===== src/rtl/memoredf_pkg.sv =====
// Shared types and helpers for the TDMA dispatcher slice.
package memoredf_pkg;

  typedef enum logic [0:0] {
    SERVE = 1'b0,
    GUARD = 1'b1
  } dispatch_state_t;

  // Queue id width never drops below one bit, even for a single queue.
  function automatic int queue_id_width(input int n);
    int w;
    w = $clog2(n);
    return (w < 1) ? 1 : w;
  endfunction

endpackage


===== src/rtl/tdma_dispatcher_if.sv =====
// Bus bundle between the TDMA dispatcher and its environment (queues, scheduler, memory port).
interface tdma_dispatcher_if #(
  parameter int NUMBER_OF_QUEUES = 4,
  parameter int DATA_WIDTH       = 64,
  parameter int COUNTER_WIDTH    = 32
) ();
  import memoredf_pkg::*;

  localparam int QID_W = queue_id_width(NUMBER_OF_QUEUES);

  logic [QID_W-1:0]                                selection;
  logic [NUMBER_OF_QUEUES-1:0]                     in_valid;
  logic [NUMBER_OF_QUEUES-1:0][DATA_WIDTH-1:0]     in_data;
  logic [NUMBER_OF_QUEUES-1:0]                     in_ready;
  logic                                            out_valid;
  logic [DATA_WIDTH-1:0]                           out_data;
  logic [QID_W-1:0]                                out_queue;
  logic                                            out_ready;
  logic                                            slot_switch;
  logic [NUMBER_OF_QUEUES-1:0][COUNTER_WIDTH-1:0]  dispatch_count;
  logic [COUNTER_WIDTH-1:0]                        guard_count;

  modport master (
    output selection, in_valid, in_data, out_ready,
    input  in_ready, out_valid, out_data, out_queue, slot_switch,
           dispatch_count, guard_count
  );

  modport slave (
    input  selection, in_valid, in_data, out_ready,
    output in_ready, out_valid, out_data, out_queue, slot_switch,
           dispatch_count, guard_count
  );

endinterface


===== src/rtl/tdma_dispatcher_sat_counter.sv =====
// Saturating up-counter (sticks at all-ones) used for dispatcher statistics.
module sat_counter #(
  parameter int WIDTH = 32
) (
  input  logic             clock,
  input  logic             reset,
  input  logic             inc,
  output logic [WIDTH-1:0] value
);

  logic [WIDTH-1:0] value_r;

  // Count on inc until all-ones is reached.
  always_ff @(posedge clock) begin
    if (reset) begin
      value_r <= {WIDTH{1'b0}};
    end else if (inc && (value_r != {WIDTH{1'b1}})) begin
      value_r <= value_r + WIDTH'(1);
    end else begin
      value_r <= value_r;
    end
  end

  assign value = value_r;

endmodule


===== src/rtl/tdma_dispatcher.sv =====
// TDMA dispatcher: serves only the slot owner, drains through a GUARD state at slot boundaries.
// Optional statistics counters are built when MEMOREDF_DISPATCH_STATS_EN is defined.
module tdma_dispatcher
  import memoredf_pkg::*;
#(
  parameter int NUMBER_OF_QUEUES = 4,
  parameter int DATA_WIDTH       = 64,
  parameter int COUNTER_WIDTH    = 32
) (
  input  logic               clock,
  input  logic               reset,
  tdma_dispatcher_if.slave   bus
);

  localparam int QID_W = queue_id_width(NUMBER_OF_QUEUES);

  dispatch_state_t             state_r;
  dispatch_state_t             state_next_s;
  logic [QID_W-1:0]            active_q_r;
  logic [QID_W-1:0]            active_q_next_s;
  logic                        slot_switch_r;
  logic                        slot_switch_next_s;
  logic                        out_valid_r;
  logic [DATA_WIDTH-1:0]       out_data_r;
  logic [QID_W-1:0]            out_queue_r;
  logic                        accept_slot_s;
  logic                        owner_match_s;
  logic                        sel_in_range_s;
  logic                        grant_s;
  logic                        fire_s;
  logic [NUMBER_OF_QUEUES-1:0] in_ready_s;
  logic [NUMBER_OF_QUEUES-1:0] accept_vec_s;

  assign accept_slot_s  = !out_valid_r || bus.out_ready;
  assign owner_match_s  = (bus.selection == active_q_r);
  assign sel_in_range_s = (int'(bus.selection) < NUMBER_OF_QUEUES);
  assign grant_s        = (state_r == SERVE) && owner_match_s && accept_slot_s;
  assign accept_vec_s   = bus.in_valid & in_ready_s;
  assign fire_s         = |accept_vec_s;

  // Ready goes only to the active owner; gating by selection closes the port on the switch cycle.
  always_comb begin
    in_ready_s = {NUMBER_OF_QUEUES{1'b0}};
    for (int i = 0; i < NUMBER_OF_QUEUES; i++) begin
      in_ready_s[i] = grant_s && (active_q_r == QID_W'(i));
    end
  end

  // Slot FSM next state: leave GUARD only once the output stage can take data and an owner exists.
  always_comb begin
    state_next_s       = state_r;
    active_q_next_s    = active_q_r;
    slot_switch_next_s = 1'b0;
    case (state_r)
      SERVE: begin
        if (!owner_match_s) begin
          state_next_s = GUARD;
        end else begin
          state_next_s = SERVE;
        end
      end
      GUARD: begin
        if (accept_slot_s && sel_in_range_s) begin
          state_next_s       = SERVE;
          active_q_next_s    = bus.selection;
          slot_switch_next_s = 1'b1;
        end else begin
          state_next_s = GUARD;
        end
      end
      default: begin
        state_next_s = SERVE;
      end
    endcase
  end

  // Slot FSM state register.
  always_ff @(posedge clock) begin
    if (reset) begin
      state_r       <= SERVE;
      active_q_r    <= {QID_W{1'b0}};
      slot_switch_r <= 1'b0;
    end else begin
      state_r       <= state_next_s;
      active_q_r    <= active_q_next_s;
      slot_switch_r <= slot_switch_next_s;
    end
  end

  // Output stage: reload on accept, clear on consume, hold while stalled.
  always_ff @(posedge clock) begin
    if (reset) begin
      out_valid_r <= 1'b0;
      out_data_r  <= {DATA_WIDTH{1'b0}};
      out_queue_r <= {QID_W{1'b0}};
    end else if (fire_s) begin
      out_valid_r <= 1'b1;
      out_data_r  <= bus.in_data[active_q_r];
      out_queue_r <= active_q_r;
    end else if (bus.out_ready) begin
      out_valid_r <= 1'b0;
      out_data_r  <= out_data_r;
      out_queue_r <= out_queue_r;
    end else begin
      out_valid_r <= out_valid_r;
      out_data_r  <= out_data_r;
      out_queue_r <= out_queue_r;
    end
  end

  assign bus.in_ready    = in_ready_s;
  assign bus.out_valid   = out_valid_r;
  assign bus.out_data    = out_data_r;
  assign bus.out_queue   = out_queue_r;
  assign bus.slot_switch = slot_switch_r;

`ifdef MEMOREDF_DISPATCH_STATS_EN
  logic [NUMBER_OF_QUEUES-1:0][COUNTER_WIDTH-1:0] dispatch_count_s;
  logic [COUNTER_WIDTH-1:0]                       guard_count_s;

  for (genvar g = 0; g < NUMBER_OF_QUEUES; g++) begin : g_dispatch_cnt
    sat_counter #(.WIDTH(COUNTER_WIDTH)) u_dispatch_cnt (
      .clock (clock),
      .reset (reset),
      .inc   (accept_vec_s[g]),
      .value (dispatch_count_s[g])
    );
  end

  sat_counter #(.WIDTH(COUNTER_WIDTH)) u_guard_cnt (
    .clock (clock),
    .reset (reset),
    .inc   (state_r == GUARD),
    .value (guard_count_s)
  );

  assign bus.dispatch_count = dispatch_count_s;
  assign bus.guard_count    = guard_count_s;
`else
  assign bus.dispatch_count = {(NUMBER_OF_QUEUES * COUNTER_WIDTH){1'b0}};
  assign bus.guard_count    = {COUNTER_WIDTH{1'b0}};
`endif

endmodule


===== src/flat_wrapper.sv =====
// flat-port wrapper written by rule: the top's interface ports become plain ports
module tdma_dispatcher_flat import memoredf_pkg::*;
#(
  parameter int NUMBER_OF_QUEUES = 4,
  parameter int DATA_WIDTH       = 64,
  parameter int COUNTER_WIDTH    = 32
)
  (clock, reset, bus_selection, bus_in_valid, bus_in_data, bus_out_ready, bus_in_ready, bus_out_valid, bus_out_data, bus_out_queue, bus_slot_switch, bus_dispatch_count, bus_guard_count);
  tdma_dispatcher_if #(.NUMBER_OF_QUEUES(NUMBER_OF_QUEUES), .DATA_WIDTH(DATA_WIDTH), .COUNTER_WIDTH(COUNTER_WIDTH)) bus_i ();
  input  logic clock;
  input  logic reset;
  input wire logic [$bits(bus_i.selection)-1:0] bus_selection;
  input wire logic [$bits(bus_i.in_valid)-1:0] bus_in_valid;
  input wire logic [$bits(bus_i.in_data)-1:0] bus_in_data;
  input wire logic [$bits(bus_i.out_ready)-1:0] bus_out_ready;
  output wire logic [$bits(bus_i.in_ready)-1:0] bus_in_ready;
  output wire logic [$bits(bus_i.out_valid)-1:0] bus_out_valid;
  output wire logic [$bits(bus_i.out_data)-1:0] bus_out_data;
  output wire logic [$bits(bus_i.out_queue)-1:0] bus_out_queue;
  output wire logic [$bits(bus_i.slot_switch)-1:0] bus_slot_switch;
  output wire logic [$bits(bus_i.dispatch_count)-1:0] bus_dispatch_count;
  output wire logic [$bits(bus_i.guard_count)-1:0] bus_guard_count;
  assign bus_i.selection = bus_selection;
  assign bus_i.in_valid = bus_in_valid;
  assign bus_i.in_data = bus_in_data;
  assign bus_i.out_ready = bus_out_ready;
  assign bus_in_ready = bus_i.in_ready;
  assign bus_out_valid = bus_i.out_valid;
  assign bus_out_data = bus_i.out_data;
  assign bus_out_queue = bus_i.out_queue;
  assign bus_slot_switch = bus_i.slot_switch;
  assign bus_dispatch_count = bus_i.dispatch_count;
  assign bus_guard_count = bus_i.guard_count;
  tdma_dispatcher #(.NUMBER_OF_QUEUES(NUMBER_OF_QUEUES), .DATA_WIDTH(DATA_WIDTH), .COUNTER_WIDTH(COUNTER_WIDTH)) u_core (.clock(clock), .reset(reset), .bus(bus_i));
endmodule

===== config.mk =====
export PLATFORM = sky130hd
export DESIGN_NAME = tdma_dispatcher_flat
export DESIGN_NICKNAME = d
export VERILOG_FILES = /design/src/rtl/memoredf_pkg.sv /design/src/rtl/tdma_dispatcher_if.sv /design/src/rtl/tdma_dispatcher_sat_counter.sv /design/src/rtl/tdma_dispatcher.sv /design/src/flat_wrapper.sv
export SDC_FILE = /design/constraint.sdc
export NUM_CORES = 1
export LEC_CHECK = 0
export CAP_MARGIN = 10
export CORE_AREA = 3 3 190 192
export CTS_BUF_LIST = sky130_fd_sc_hd__clkbuf_8
export DETAILED_ROUTE_END_ITERATION = 8
export DIE_AREA = 0 0 193 195
export PLACE_DENSITY = 0.45
export RECOVER_POWER = 25
export SYNTH_ARGS = -nofsm -noshare
export SYNTH_HDL_FRONTEND = slang
export SYNTH_SLANG_ARGS = --single-unit

===== constraint.sdc =====
create_clock -name clock -period 2.5 [get_ports clock]
set_input_delay 0.5 -clock clock [delete_from_list [all_inputs] [get_ports clock]]
set_output_delay 0.5 -clock clock [all_outputs]
set_load 0.02 [all_outputs]

## Word level (Yosys, flattened, before mapping)

Index checks and enable logic that the tools add are counted.
W data, S select, Z words.

| storage, ports and cells | value |
|---|---|
| flip-flop bits (word level) | 71 |
| word-level logic and storage cells | 34 |
| output and inout bits | 232 |
| input port bits | 265 |

| operators by class | value |
|---|---|
| mux-type cells | 8 |
| reduce and logical (&&, ||, !) cells | 13 |
| $lt $le $gt $ge | 1 |
| bitwise gates (word level) | 2 |
| equal/unequal tests | 4 |

Operators by type and width:

| operator | number |
|---|---|
| $bmux W64 S2 | 1 |
| $mux W64 | 1 |
| $logic_and A1 B1 Y1 | 6 |
| $mux W1 | 5 |
| $and A4 B4 Y4 | 1 |
| $eq A2 B2 Y1 const B | 2 |
| $reduce_or A4 Y1 | 1 |
| $lt A2 B3 Y1 const B | 1 |
| $eq A2 B1 Y1 const B | 1 |
| $eq A2 B2 Y1 | 1 |
| $logic_not A2 Y1 | 1 |
| $pmux W1 S2 | 1 |
| $reduce_and A2 Y1 | 1 |
| $reduce_bool A2 Y1 | 1 |
| $reduce_or A2 Y1 | 1 |
| $logic_not A1 Y1 | 1 |
| $logic_or A1 B1 Y1 | 1 |
| $not A1 Y1 | 1 |

## Depth between registers and ports, before layout

| depth | value |
|---|---|
| word-level depth | 7 |
| gate-level depth with buffers | 8 |
| mapped depth without buffers | 4 |

## Least setup slack after synthesis

OpenSTA, ideal clock, no wires.

| timing path | value |
|---|---|
| kind | in2out |
| from | input bus_out_ready |
| to | output bus_in_ready[0] |
| stages | 5 |
| setup slack | 0.370 ns |
| data required time | 2.000 ns |
| arrival | 1.630 ns |
| buffers on the path | 2 |
| cells stage by stage | nand2b_1 -> nand4_1 -> buf_4 -> buf_2 -> nor3_1 |

| on the way | value |
|---|---|
| cells in the longest elaborated chain, start to end | 3 |

RTL lines:

| element | RTL line | text |
|---|---|---|
| from (decl) | flat_wrapper.sv:15 | `input wire logic [$bits(bus_i.out_ready)-1:0] bus_out_ready;` |
| $logic_or A1 B1 Y1 | tdma_dispatcher.sv:34 | `assign accept_slot_s = !out_valid_r \|\| bus.out_ready;` |
| $logic_and A1 B1 Y1 | tdma_dispatcher.sv:37 | `assign grant_s = (state_r == SERVE) && owner_match_s && accept_slot_s;` |
| $logic_and A1 B1 Y1 | tdma_dispatcher.sv:45 | `in_ready_s[i] = grant_s && (active_q_r == QID_W'(i));` |
| to (decl) | flat_wrapper.sv:16 | `output wire logic [$bits(bus_i.in_ready)-1:0] bus_in_ready;` |

No other way between the ends.

## Worst setup path in the final report

| timing path | value |
|---|---|
| from | input bus_selection[0] |
| to | output bus_in_ready[1] |

| on the way | value |
|---|---|
| cells in the longest elaborated chain, start to end | 4 |

RTL lines:

| element | RTL line | text |
|---|---|---|
| from (decl) | flat_wrapper.sv:12 | `input wire logic [$bits(bus_i.selection)-1:0] bus_selection;` |
| $eq A2 B2 Y1 | tdma_dispatcher.sv:35 | `assign owner_match_s = (bus.selection == active_q_r);` |
| $logic_and A1 B1 Y1 (2 in a row) | tdma_dispatcher.sv:37 |  |
| $logic_and A1 B1 Y1 | tdma_dispatcher.sv:45 |  |

No other way between the ends.

==> flow_summary.toml <==
[status]
outcome = "finished, final reports clean"

[floorplan]
rows = 68
dieArea_sq_um = 37600
num_io_pins = 497
core_sq_um = 34500
initial_core_util_pct = 16.2
fp.dieW_microns = 193
die_h_microns = 195

[clocking]
cts_buffers = 9
cts_setup_buffers = 0
root_buffer = "clkbuf_8"
clock_sinks = 71
cts_tree = "yes"
clockBufferDepth = 2
clkTransAtPathRegs_ns = 0.10
h-tree-depth = 3
clkLatencyLatePin_ns = 0.37

[synth]
synth.mux.area_fraction_pct = 26.8
synthAdderAreaFrac_pct = 0
synth_edf_count = 0
ys.flop_type = "dfxtp_1"
synth_top_family_by_area = "buffers and inverters"
synth_compound_area_share_pct = 12.3
ys_types = 28
syn_area_sq_um = 5590
synth_xor_area_share_pct = 0.582
synth_warnings = 0
syn-mean-instance-area_sq_um = 9.73
synth-simple-area-share_pct = 7.37
ys_async_sr_fraction_pct = 0
yosysSeqAreaShare_pct = 25.4
synth_cells = 574
synth-seq-cells = 71

[worst_hold_path]
hold_class = "reg -> reg"

[worst_setup_path]
path_class = "in -> out"
setup.worst_path.start_class = "input port"
arrival_ns = 1.95
cp_max_fo = 3
end_kind = "primary output"
required_ns = 2.00

[pwr]
pwr_density_cell_nw_per_um2 = 422
peakVddDrop_mv = 0.168
power_leakage_nw = 3.26

[timing]
finalWorstSetupSlack_ns = 0.0464
clock_skew_ns = 0.0166
hold_viol_final = 0
period_share_pct = 98.1
worst_slew_pin_slew_ns = 0.813
rsz0062_at_grt = "false"
layout_min_cycle_time_ns = 2.45
setup_viol = 0
fmax_mhz = 408
slew_viol_final = 0
max-slew-margin-rel_pct = 45.8

[detailed_routing]
vias = 5151
totalWireLength_mm = 22.5
viasPerCell = 3.83
avgRoutedWirePerCell_microns = 16.7
ant_nets = 0
route.detailed.drc = 0
firstDrtPassIters = 4
drt_iter0_drc = 165

[global_routing]
first_global_vias = 5195
grt_util_all_layers_pct = 11.2
grt_pass1_wl_mm = 31.8
antenna_found_initial = 0
grt_max_degree = 68
overflow = 0

[finish]
drive_above_1_share_pct = 12.3
final_nets = 1150
syn2layout_area_growth_pct = 60.6
diodes = 0
final_cells = 1344

[place]
hpwl_mm = 17.6
io_buffers = 336
gp_congestion = 0.741
dp_cells = 1329
place_ws_ns = -0.628

[run]
maxCapViolCount = 0
-- Yosys cell counts, drive strengths merged, types with 2 or more instances --
library cell / count / area share, %
a21oi: 69 / 6.2
and3: 3 / 0.34
buf: 193 / 26
clkbuf: 20 / 1.4
dfxtp: 71 / 25
inv: 2 / 0.13
mux2: 3 / 0.74
mux4: 64 / 26
nand2: 4 / 0.27
nand3: 67 / 6.0
nor3: 2 / 0.18
o21ai: 65 / 5.8
xnor2: 2 / 0.58
-- layer usage --
layer	vias up	track usage (%)	routed length, microns
li1	2392	-	-
met1	2472	12.9	8530
met2	272	20.5	11800
met3	15	2.69	1870
met4	0	3.05	330
met5	-	0	0
-- worst max-delay path, cell delays in order --
cell and delay (ns):
clkdlybuf4s50_1 0.53, xnor2_2 0.14, and4_2 0.29, and3_1 0.16, dlygate4sd2_1 0.33
-- sequential cells by signal, indices dropped and copies added, names as in the netlist --
register                flops
u_core.bus.out_queue        2
u_core.bus.slot_switch      1
u_core.bus.out_valid        1
u_core.active_q_r           2
u_core.bus.out_data        64
u_core.state_r              1
-- power by group --
group          internal, mW  switching [mW]  total, mW  leakage [nW]
registers              1.20          0.0343       1.23         0.577
clock network         0.464           0.526      0.990        0.0927
logic                 0.761           0.808       1.57          2.59
-- worst paths after layout --
| check | start | endpoint | slack [ns] | cells after the start |
|---|---|---|---|---|
| setup / recovery | bus_selection[0] | bus_in_ready[1] | 0.05 | 5 |
| hold / removal | u_core.bus.out_data[13]$_SDFFE_PP0P_ | u_core.bus.out_data[13]$_SDFFE_PP0P_ | 0.48 | 2 |
| setup reg to reg | u_core.active_q_r[0]$_SDFFE_PP0P_ | u_core.bus.out_data[13]$_SDFFE_PP0P_ | 0.46 | 6 |
| hold reg to reg | u_core.bus.out_data[13]$_SDFFE_PP0P_ | u_core.bus.out_data[13]$_SDFFE_PP0P_ | 0.48 | 2 |
-- area by class of cell --
type | count | area, sq um
Inverter | 2 | 7.51
Clock buffer | 9 | 124
Timing Repair Buffer | 354 | 3520
Sequential cell | 71 | 1430
Multi-Input combinational cell | 447 | 3250
Tap cell | 455 | 569
Fill cell | 3728 | 25600
Clock inverter | 6 | 68.8
-- cell usage in the layout, fill, tap and decap left out, drive strengths merged --
| master | instances |
|---|---|
| clkbuf | 10 |
| nand2 | 4 |
| nor3 | 2 |
| buf | 19 |
| dlygate4sd2 | 3 |
| bufinv | 1 |
| o21ai | 65 |
| conb | 160 |
| clkinvlp | 2 |
| inv | 5 |
| a311oi | 1 |
| dfxtp | 71 |
| o21bai | 1 |
| nand4 | 1 |
| nand2b | 1 |
| mux2i | 1 |
| and4 | 1 |
| nor3b | 1 |
| and3 | 3 |
| mux4 | 64 |
| nor2 | 1 |
| clkdlybuf4s50 | 300 |
| dlygate4sd3 | 31 |
| nand3 | 67 |
| mux2 | 3 |
| xnor2 | 2 |
| a21oi | 69 |
-- cell families after synthesis --
group | after synthesis
XOR/XNOR | 2
multiplexers | 68
other | 1
buffers and inverters | 215
AO/OA/AOI/OAI | 136
AND/OR/NAND/NOR | 81
flip-flops | 71
-- through the flow --
step / total power, mW / hold WS, ns / utilization, % / setup TNS [ns] / area, sq um
2_1_floorplan: 2.33 / 0.483 / - / 0 / 6180
3_3_place_gp: 2.86 / 0.461 / 25.4 / -8.81 / 8770
3_5_place_dp: 2.85 / 0.466 / 25.4 / -4.92 / 8770
4_1_cts: 3.90 / 0.479 / 26.0 / 0 / 8980
5_1_grt: 4.03 / 0.498 / 26.0 / 0 / 8970
6_report: 3.79 / 0.476 / 26.0 / 0 / 8970
-- what timing repair did --
| item | in CTS | in global routing |
|---|---|---|
| gates resized for setup | 9 | 1 |
| endpoints found under the setup margin | 4 | 1 |
| hold buffers | 0 | 0 |
Note: power is estimated with default switching activity, not from simulation.
